--- config.mk ---
export PLATFORM = sky130hd
export DESIGN_NAME = imem_loader_flat
export DESIGN_NICKNAME = d
export VERILOG_FILES = /design/src/rtl/imem_loader_pkg.sv /design/src/rtl/imem_loader_if.sv /design/src/rtl/imem_loader_word_assembler.sv /design/src/rtl/imem_loader.sv /design/src/flat_wrapper.sv
export SDC_FILE = /design/constraint.sdc
export NUM_CORES = 1
export LEC_CHECK = 0
export ABC_CLOCK_PERIOD_IN_PS = 4200
export BUFFER_PORTS_ARGS = -buffer_cell sky130_fd_sc_hd__buf_2
export CORE_ASPECT_RATIO = 1.2
export CORE_MARGIN = 8
export CORE_UTILIZATION = 60
export DETAILED_ROUTE_END_ITERATION = 10
export PLACE_DENSITY = 0.81
export SYNTH_ARGS = -nofsm -noshare
export SYNTH_HDL_FRONTEND = slang
export SYNTH_SLANG_ARGS = --single-unit
export TNS_END_PERCENT = 10
--- constraint.sdc ---
create_clock -name clk -period 4.2 [get_ports clk]
set_input_delay 0.63 -clock clk [delete_from_list [all_inputs] [get_ports clk]]
set_output_delay 0.63 -clock clk [all_outputs]
set_load 0.01 [all_outputs]
--- src/rtl/imem_loader_pkg.sv ---
// Shared types for the instruction-memory boot loader.
// Optional checksum stage is enabled by LOADER_CHECKSUM_EN.
package imem_loader_pkg;

  typedef enum logic [2:0] {
    LDR_HDR,
    LDR_DATA,
    LDR_CSUM,
    LDR_DONE,
    LDR_ERR
  } loader_state_t;

  localparam int LDR_FIELD_BYTES = 4;

endpackage

--- src/rtl/imem_loader_if.sv ---
// Byte-stream input and imem write port of the boot loader.
// The loader sits on the slave side; the host/memory side is master.
interface imem_loader_if #(
  parameter int ADDR_W = 10
);

  logic [7:0]        rx_data;
  logic              rx_valid;
  logic              rx_ready;
  logic [31:0]       imem_wr_data;
  logic [ADDR_W-1:0] imem_wr_addr;
  logic              imem_wr_en;

  modport slave (
    input  rx_data,
    input  rx_valid,
    output rx_ready,
    output imem_wr_data,
    output imem_wr_addr,
    output imem_wr_en
  );

  modport master (
    output rx_data,
    output rx_valid,
    input  rx_ready,
    input  imem_wr_data,
    input  imem_wr_addr,
    input  imem_wr_en
  );

endinterface

--- src/rtl/imem_loader_word_assembler.sv ---
// Collects four stream bytes into a little-endian 32-bit word.
// Used for the header, data and checksum fields alike.
module imem_loader_word_assembler
  import imem_loader_pkg::*;
(
  input  logic        clk,
  input  logic        rst_n,
  input  logic        byte_valid,
  input  logic [7:0]  rx_byte,
  input  logic        clear,
  output logic [31:0] word,
  output logic        word_valid
);

  localparam logic [1:0] LAST = 2'(LDR_FIELD_BYTES - 1);

  logic [1:0]  idx;
  logic [23:0] sr;

  // earliest byte ends up in the low lane
  assign word       = {rx_byte, sr};
  assign word_valid = byte_valid && (idx == LAST);

  always_ff @(posedge clk) begin
    if (!rst_n || clear) begin
      idx <= '0;
      sr  <= '0;
    end else if (byte_valid) begin
      idx <= idx + 2'd1;
      sr  <= {rx_byte, sr[23:8]};
    end
  end

endmodule

--- src/rtl/imem_loader.sv ---
// Boot loader: header + words into imem, holds CPU in reset until done.
// Define LOADER_CHECKSUM_EN to require a trailing 32-bit sum of the words.
module imem_loader
  import imem_loader_pkg::*;
#(
  parameter int MAX_WORDS = 1024,
  parameter int ADDR_W    = 10
) (
  input  logic              clk,
  input  logic              rst_n,
  imem_loader_if.slave      bus,
  input  logic              reload,
  output logic              cpu_rst_n,
  output logic              load_done,
  output logic              load_err,
  output logic [ADDR_W-1:0] word_cnt
);

  loader_state_t     state;
  logic [ADDR_W-1:0] n_last;
  logic [31:0]       wr_data;
  logic [ADDR_W-1:0] wr_addr;
  logic              wr_en;
  logic              fire;
  logic              clear;
  logic [31:0]       word;
  logic              word_valid;
`ifdef LOADER_CHECKSUM_EN
  logic [31:0]       csum;
`endif

  assign bus.rx_ready = rst_n &&
    (state == LDR_HDR || state == LDR_DATA ||
     state == LDR_CSUM);
  assign fire  = bus.rx_valid && bus.rx_ready;
  assign clear = (state == LDR_DONE) ||
                 (state == LDR_ERR);

  assign bus.imem_wr_data = wr_data;
  assign bus.imem_wr_addr = wr_addr;
  assign bus.imem_wr_en   = wr_en;

  imem_loader_word_assembler u_asm (
    .clk        (clk),
    .rst_n      (rst_n),
    .byte_valid (fire),
    .rx_byte    (bus.rx_data),
    .clear      (clear),
    .word       (word),
    .word_valid (word_valid)
  );

  always_ff @(posedge clk) begin
    if (!rst_n) begin
      state     <= LDR_HDR;
      n_last    <= '0;
      word_cnt  <= '0;
      wr_data   <= '0;
      wr_addr   <= '0;
      wr_en     <= 1'b0;
      cpu_rst_n <= 1'b0;
      load_done <= 1'b0;
      load_err  <= 1'b0;
`ifdef LOADER_CHECKSUM_EN
      csum      <= '0;
`endif
    end else begin
      wr_en <= 1'b0;
      case (state)
        LDR_HDR: if (word_valid) begin
          if (word == 32'd0 ||
              word > 32'(MAX_WORDS)) begin
            state    <= LDR_ERR;
            load_err <= 1'b1;
          end else begin
            n_last <= ADDR_W'(word - 32'd1);
            state  <= LDR_DATA;
          end
        end
        LDR_DATA: if (word_valid) begin
          wr_data  <= word;
          wr_addr  <= word_cnt;
          wr_en    <= 1'b1;
          word_cnt <= word_cnt + 1'b1;
`ifdef LOADER_CHECKSUM_EN
          csum     <= csum + word;
`endif
          if (word_cnt == n_last) begin
`ifdef LOADER_CHECKSUM_EN
            state     <= LDR_CSUM;
`else
            state     <= LDR_DONE;
            load_done <= 1'b1;
`endif
          end
        end
`ifdef LOADER_CHECKSUM_EN
        LDR_CSUM: if (word_valid) begin
          if (word == csum) begin
            state     <= LDR_DONE;
            load_done <= 1'b1;
          end else begin
            state    <= LDR_ERR;
            load_err <= 1'b1;
          end
        end
`endif
        LDR_DONE, LDR_ERR: begin
          // one cycle of DONE lets the last write land first
          cpu_rst_n <= (state == LDR_DONE);
          if (reload) begin
            state     <= LDR_HDR;
            cpu_rst_n <= 1'b0;
            load_done <= 1'b0;
            load_err  <= 1'b0;
            word_cnt  <= '0;
`ifdef LOADER_CHECKSUM_EN
            csum      <= '0;
`endif
          end
        end
        default: state <= LDR_ERR;
      endcase
    end
  end

endmodule

--- src/flat_wrapper.sv ---
// flat-port wrapper written by rule: the top's interface ports become plain ports
module imem_loader_flat import imem_loader_pkg::*;
#(
  parameter int MAX_WORDS = 1024,
  parameter int ADDR_W    = 10
)
  (clk, rst_n, reload, cpu_rst_n, load_done, load_err, word_cnt, bus_rx_data, bus_rx_valid, bus_rx_ready, bus_imem_wr_data, bus_imem_wr_addr, bus_imem_wr_en);
  imem_loader_if #(.ADDR_W(ADDR_W)) bus_i ();
  input  logic clk;
  input  logic rst_n;
  input  logic reload;
  output logic cpu_rst_n;
  output logic load_done;
  output logic load_err;
  output logic [ADDR_W-1:0] word_cnt;
  input wire logic [$bits(bus_i.rx_data)-1:0] bus_rx_data;
  input wire logic [$bits(bus_i.rx_valid)-1:0] bus_rx_valid;
  output wire logic [$bits(bus_i.rx_ready)-1:0] bus_rx_ready;
  output wire logic [$bits(bus_i.imem_wr_data)-1:0] bus_imem_wr_data;
  output wire logic [$bits(bus_i.imem_wr_addr)-1:0] bus_imem_wr_addr;
  output wire logic [$bits(bus_i.imem_wr_en)-1:0] bus_imem_wr_en;
  assign bus_i.rx_data = bus_rx_data;
  assign bus_i.rx_valid = bus_rx_valid;
  assign bus_rx_ready = bus_i.rx_ready;
  assign bus_imem_wr_data = bus_i.imem_wr_data;
  assign bus_imem_wr_addr = bus_i.imem_wr_addr;
  assign bus_imem_wr_en = bus_i.imem_wr_en;
  imem_loader #(.MAX_WORDS(MAX_WORDS), .ADDR_W(ADDR_W)) u_core (.clk(clk), .rst_n(rst_n), .bus(bus_i), .reload(reload), .cpu_rst_n(cpu_rst_n), .load_done(load_done), .load_err(load_err), .word_cnt(word_cnt));
endmodule
==> impl_metrics.py <==
metrics = {
    "timing": {
        "fin_hold_ws_ns": 0.451,
        "final.min_clock_period_ns": 2.24,
        "period_share_pct": 53.3,
        "setup_tns_ns": 0,
        "slew_headroom_pct": 33.0,
        "setup_viol": 0,
        "tightest_slew_ns": 0.997,
        "slew_viol_final": 0,
        "hold_viol_final": 0,
        "rsz0062_at_grt": "false",
        "finalClockSkew_ns": 0.0108,
        "fmax_ghz": 0.446,
    },
    "setup_path": {
        "cp.required_ns": 4.45,
        "critPathLaunchType": "register",
        "critPathMaxFanout": 12,
        "reg2regPathDepth": 5,
        "crit_arrival_ns": 2.49,
        "worst-setup-path-type": "register to register",
        "end_kind": "register",
    },
    "clocking": {
        "cts.clk_slew.worst_paths_ns": 0.09,
        "clock_latency_ns": 0.36,
        "post_cts_resized": 0,
        "cts_max_path_buffers": 2,
        "post_cts_buffers": 0,
        "cts_buffers": 9,
        "ctsHoldBuffers": 0,
        "cts.sinks": 95,
        "cts_root_buf": "clkbuf_8",
        "htreeDepth": 3,
        "cts_tree": "yes",
    },
    "routing": {
        "drtPass1Iterations": 5,
        "drcViolationCount": 0,
        "ant_nets": 0,
        "viasPerCell": 5.45,
        "routed_wl_um": 9060,
        "num_vias": 3268,
        "drt-initial-drc-count": 166,
        "routedWlPerCell_um": 15.1,
    },
    "synthesis": {
        "yosysSeqAreaShare_pct": 46.5,
        "synth_xor_area_share_pct": 5.78,
        "avgSynthCellArea_um2": 9.09,
        "synth_cell_types": 52,
        "synthMuxAreaShare_pct": 8.56,
        "synth_nets": 466,
        "synth_area_leaders": "dfxtp_1 (46%), nand2_1 (9.3%), mux2i_1 (8.6%)",
        "synth_cells": 450,
        "async_flop_share_pct": 0,
        "ys_seq_elements": 95,
        "synth_compound_area_share_pct": 12.5,
        "synthSimpleGateAreaFrac_pct": 22.2,
        "synth-main-ff-cell": "dfxtp_1",
        "yosys.area.top_type": "dfxtp_1",
        "synth_top_area_share_pct": 46.5,
        "synth_fa_ha_area_share_pct": 1.22,
        "synth_top_family_by_area": "simple AND/OR/NAND/NOR gates",
        "synth_edf_count": 0,
        "syn_area_um2": 4090,
        "synthTopCellsByCount": "nand2_1 (101), dfxtp_1 (95), nor2_1 (47)",
        "yosys_warnings": 0,
        "yosysMostFrequentCell": "nand2_1",
    },
    "run": {
        "maxCapViolCount": 0,
    },
    "worst_hold_path": {
        "hp-class": "register to register",
        "hold_depth": 2,
    },
    "global_route": {
        "grt_pass1_vias": 3136,
        "grt-ovfl-total": 0,
        "antenna_found_initial": 0,
        "track_usage_pct": 19.0,
        "grt_max_degree": 64,
        "grt_first_pass_wirelength_um": 15100,
    },
    "placed_design": {
        "dp.cells": 584,
        "gp_congestion": 0.805,
        "dpl.hpwl_um": 6330,
        "port_buffers": 68,
    },
    "floorplanning": {
        "ios": 69,
        "fp-row-count": 33,
        "dieWidth_um": 91.4,
        "die_area_um2": 9730,
        "start_util_pct": 60.8,
        "core_um2": 6730,
        "die_h_um": 106,
    },
    "cells_and_area": {
        "final_nets": 524,
        "drive_gt1_share_pct": 19.5,
        "final-instance-count-excl-fill": 600,
        "area_growth_pct": 14.2,
        "utilization_pct": 69.4,
        "n_antenna_cell": 0,
    },
    "power": {
        "power_density_nw_per_um2": 392,
        "p_leak_nw": 2.18,
        "power_w": 0.00183,
        "ir_worst_vdd_mv": 0.238,
    },
    "outcome": {
        "status": "finished clean",
    },
}
[worst paths after layout]
| path | from | endpoint | slack (ns) |
|---|---|---|---|
| hold / removal | u_core.bus.imem_wr_addr[1] | u_core.bus.imem_wr_addr[1] | 0.45 |
| setup reg to reg | u_core.state[1] | u_core.n_last[3] | 1.96 |
| hold reg to reg | u_core.bus.imem_wr_addr[1] | u_core.bus.imem_wr_addr[1] | 0.45 |
| setup / recovery | u_core.state[1] | u_core.n_last[3] | 1.96 |
[layer usage]
metal / track usage, % / wire length, µm
met5: 0 / 0
met1: 20.4 / 3880
met2: 33.7 / 4570
met4: 8.56 / 182
met3: 5.29 / 418
[critical path: stages, from the launching register on]
cell,delay (ns)
dfxtp_1,0.42
nand2_1,0.16
nand4b_1,0.70
nor2_1,0.49
nand2_4,0.19
mux2i_1,0.16
[placed cells by master (no fill, tap or decap), types with 2 or more instances in the layout]
cell | synthesis | routed
nor4_1 | 6 | 6
o31a_1 | 3 | 3
ha_1 | 4 | 4
xnor2_1 | 5 | 5
nand2b_1 | 3 | 3
xor2_1 | 22 | 22
o21a_1 | 2 | 2
nand2_1 | 101 | 101
nor4_4 | 2 | 2
a21oi_1 | 6 | 6
nor3_1 | 3 | 3
and3_1 | 3 | 3
inv_1 | 4 | 4
buf_2 | 1 | 68
nor4_2 | 2 | 2
clkbuf_8 | 0 | 10
a21boi_1 | 42 | 42
nand4b_1 | 2 | 2
o21ai_1 | 3 | 3
o2111ai_1 | 3 | 3
nand3_1 | 3 | 3
dfxtp_1 | 95 | 95
nor2_1 | 47 | 47
buf_4 | 1 | 3
bufinv_16 | 0 | 2
nor2b_1 | 2 | 2
o211ai_1 | 3 | 3
mux2i_1 | 35 | 35
o21ai_0 | 4 | 4
[area by class of cell]
class	count	area, µm²
timing repair buffer	71	363
clock buffer	11	141
inverter	5	18.8
clock inverter	5	81.3
tap	87	109
multi-input combinational	326	2060
fill	547	2060
sequential	95	1900
[report_power, final]
part / total [W] / switching (W) / internal (W)
Clock: 0.000664 / 0.000313 / 0.000352
Combinational: 0.000201 / 0.000116 / 0.0000850
Sequential: 0.000966 / 0.0000432 / 0.000923
[sequential cells by signal, indices dropped and copies added, names as in the netlist]
signal,cells
u_core.bus.imem_wr_data,32
u_core.u_asm.sr,24
u_core.bus.imem_wr_addr,10
u_core.n_last,10
u_core.word_cnt,10
u_core.state,3
u_core.u_asm.idx,2
u_core.bus.imem_wr_en,1
u_core.cpu_rst_n,1
u_core.load_done,1
u_core.load_err,1
[cells by family after synthesis]
logic type                 after synthesis
AOI/OAI and AO/OA                       71
xor gates and xnor gates                27
adders and majority gates                4
buffers and inverters                   29
DFF                                     95
muxes                                   35
and+or+nand+nor                        189
[metrics by stage]
step                setup slack (ns)  area [µm²]
detailed placement              1.61        4450
global placement                1.71        4450
global route                    1.76        4670
CTS                             1.98        4670
floorplan                       2.15        4090
finish                          1.96        4670
(Power assumes the default switching activity.)
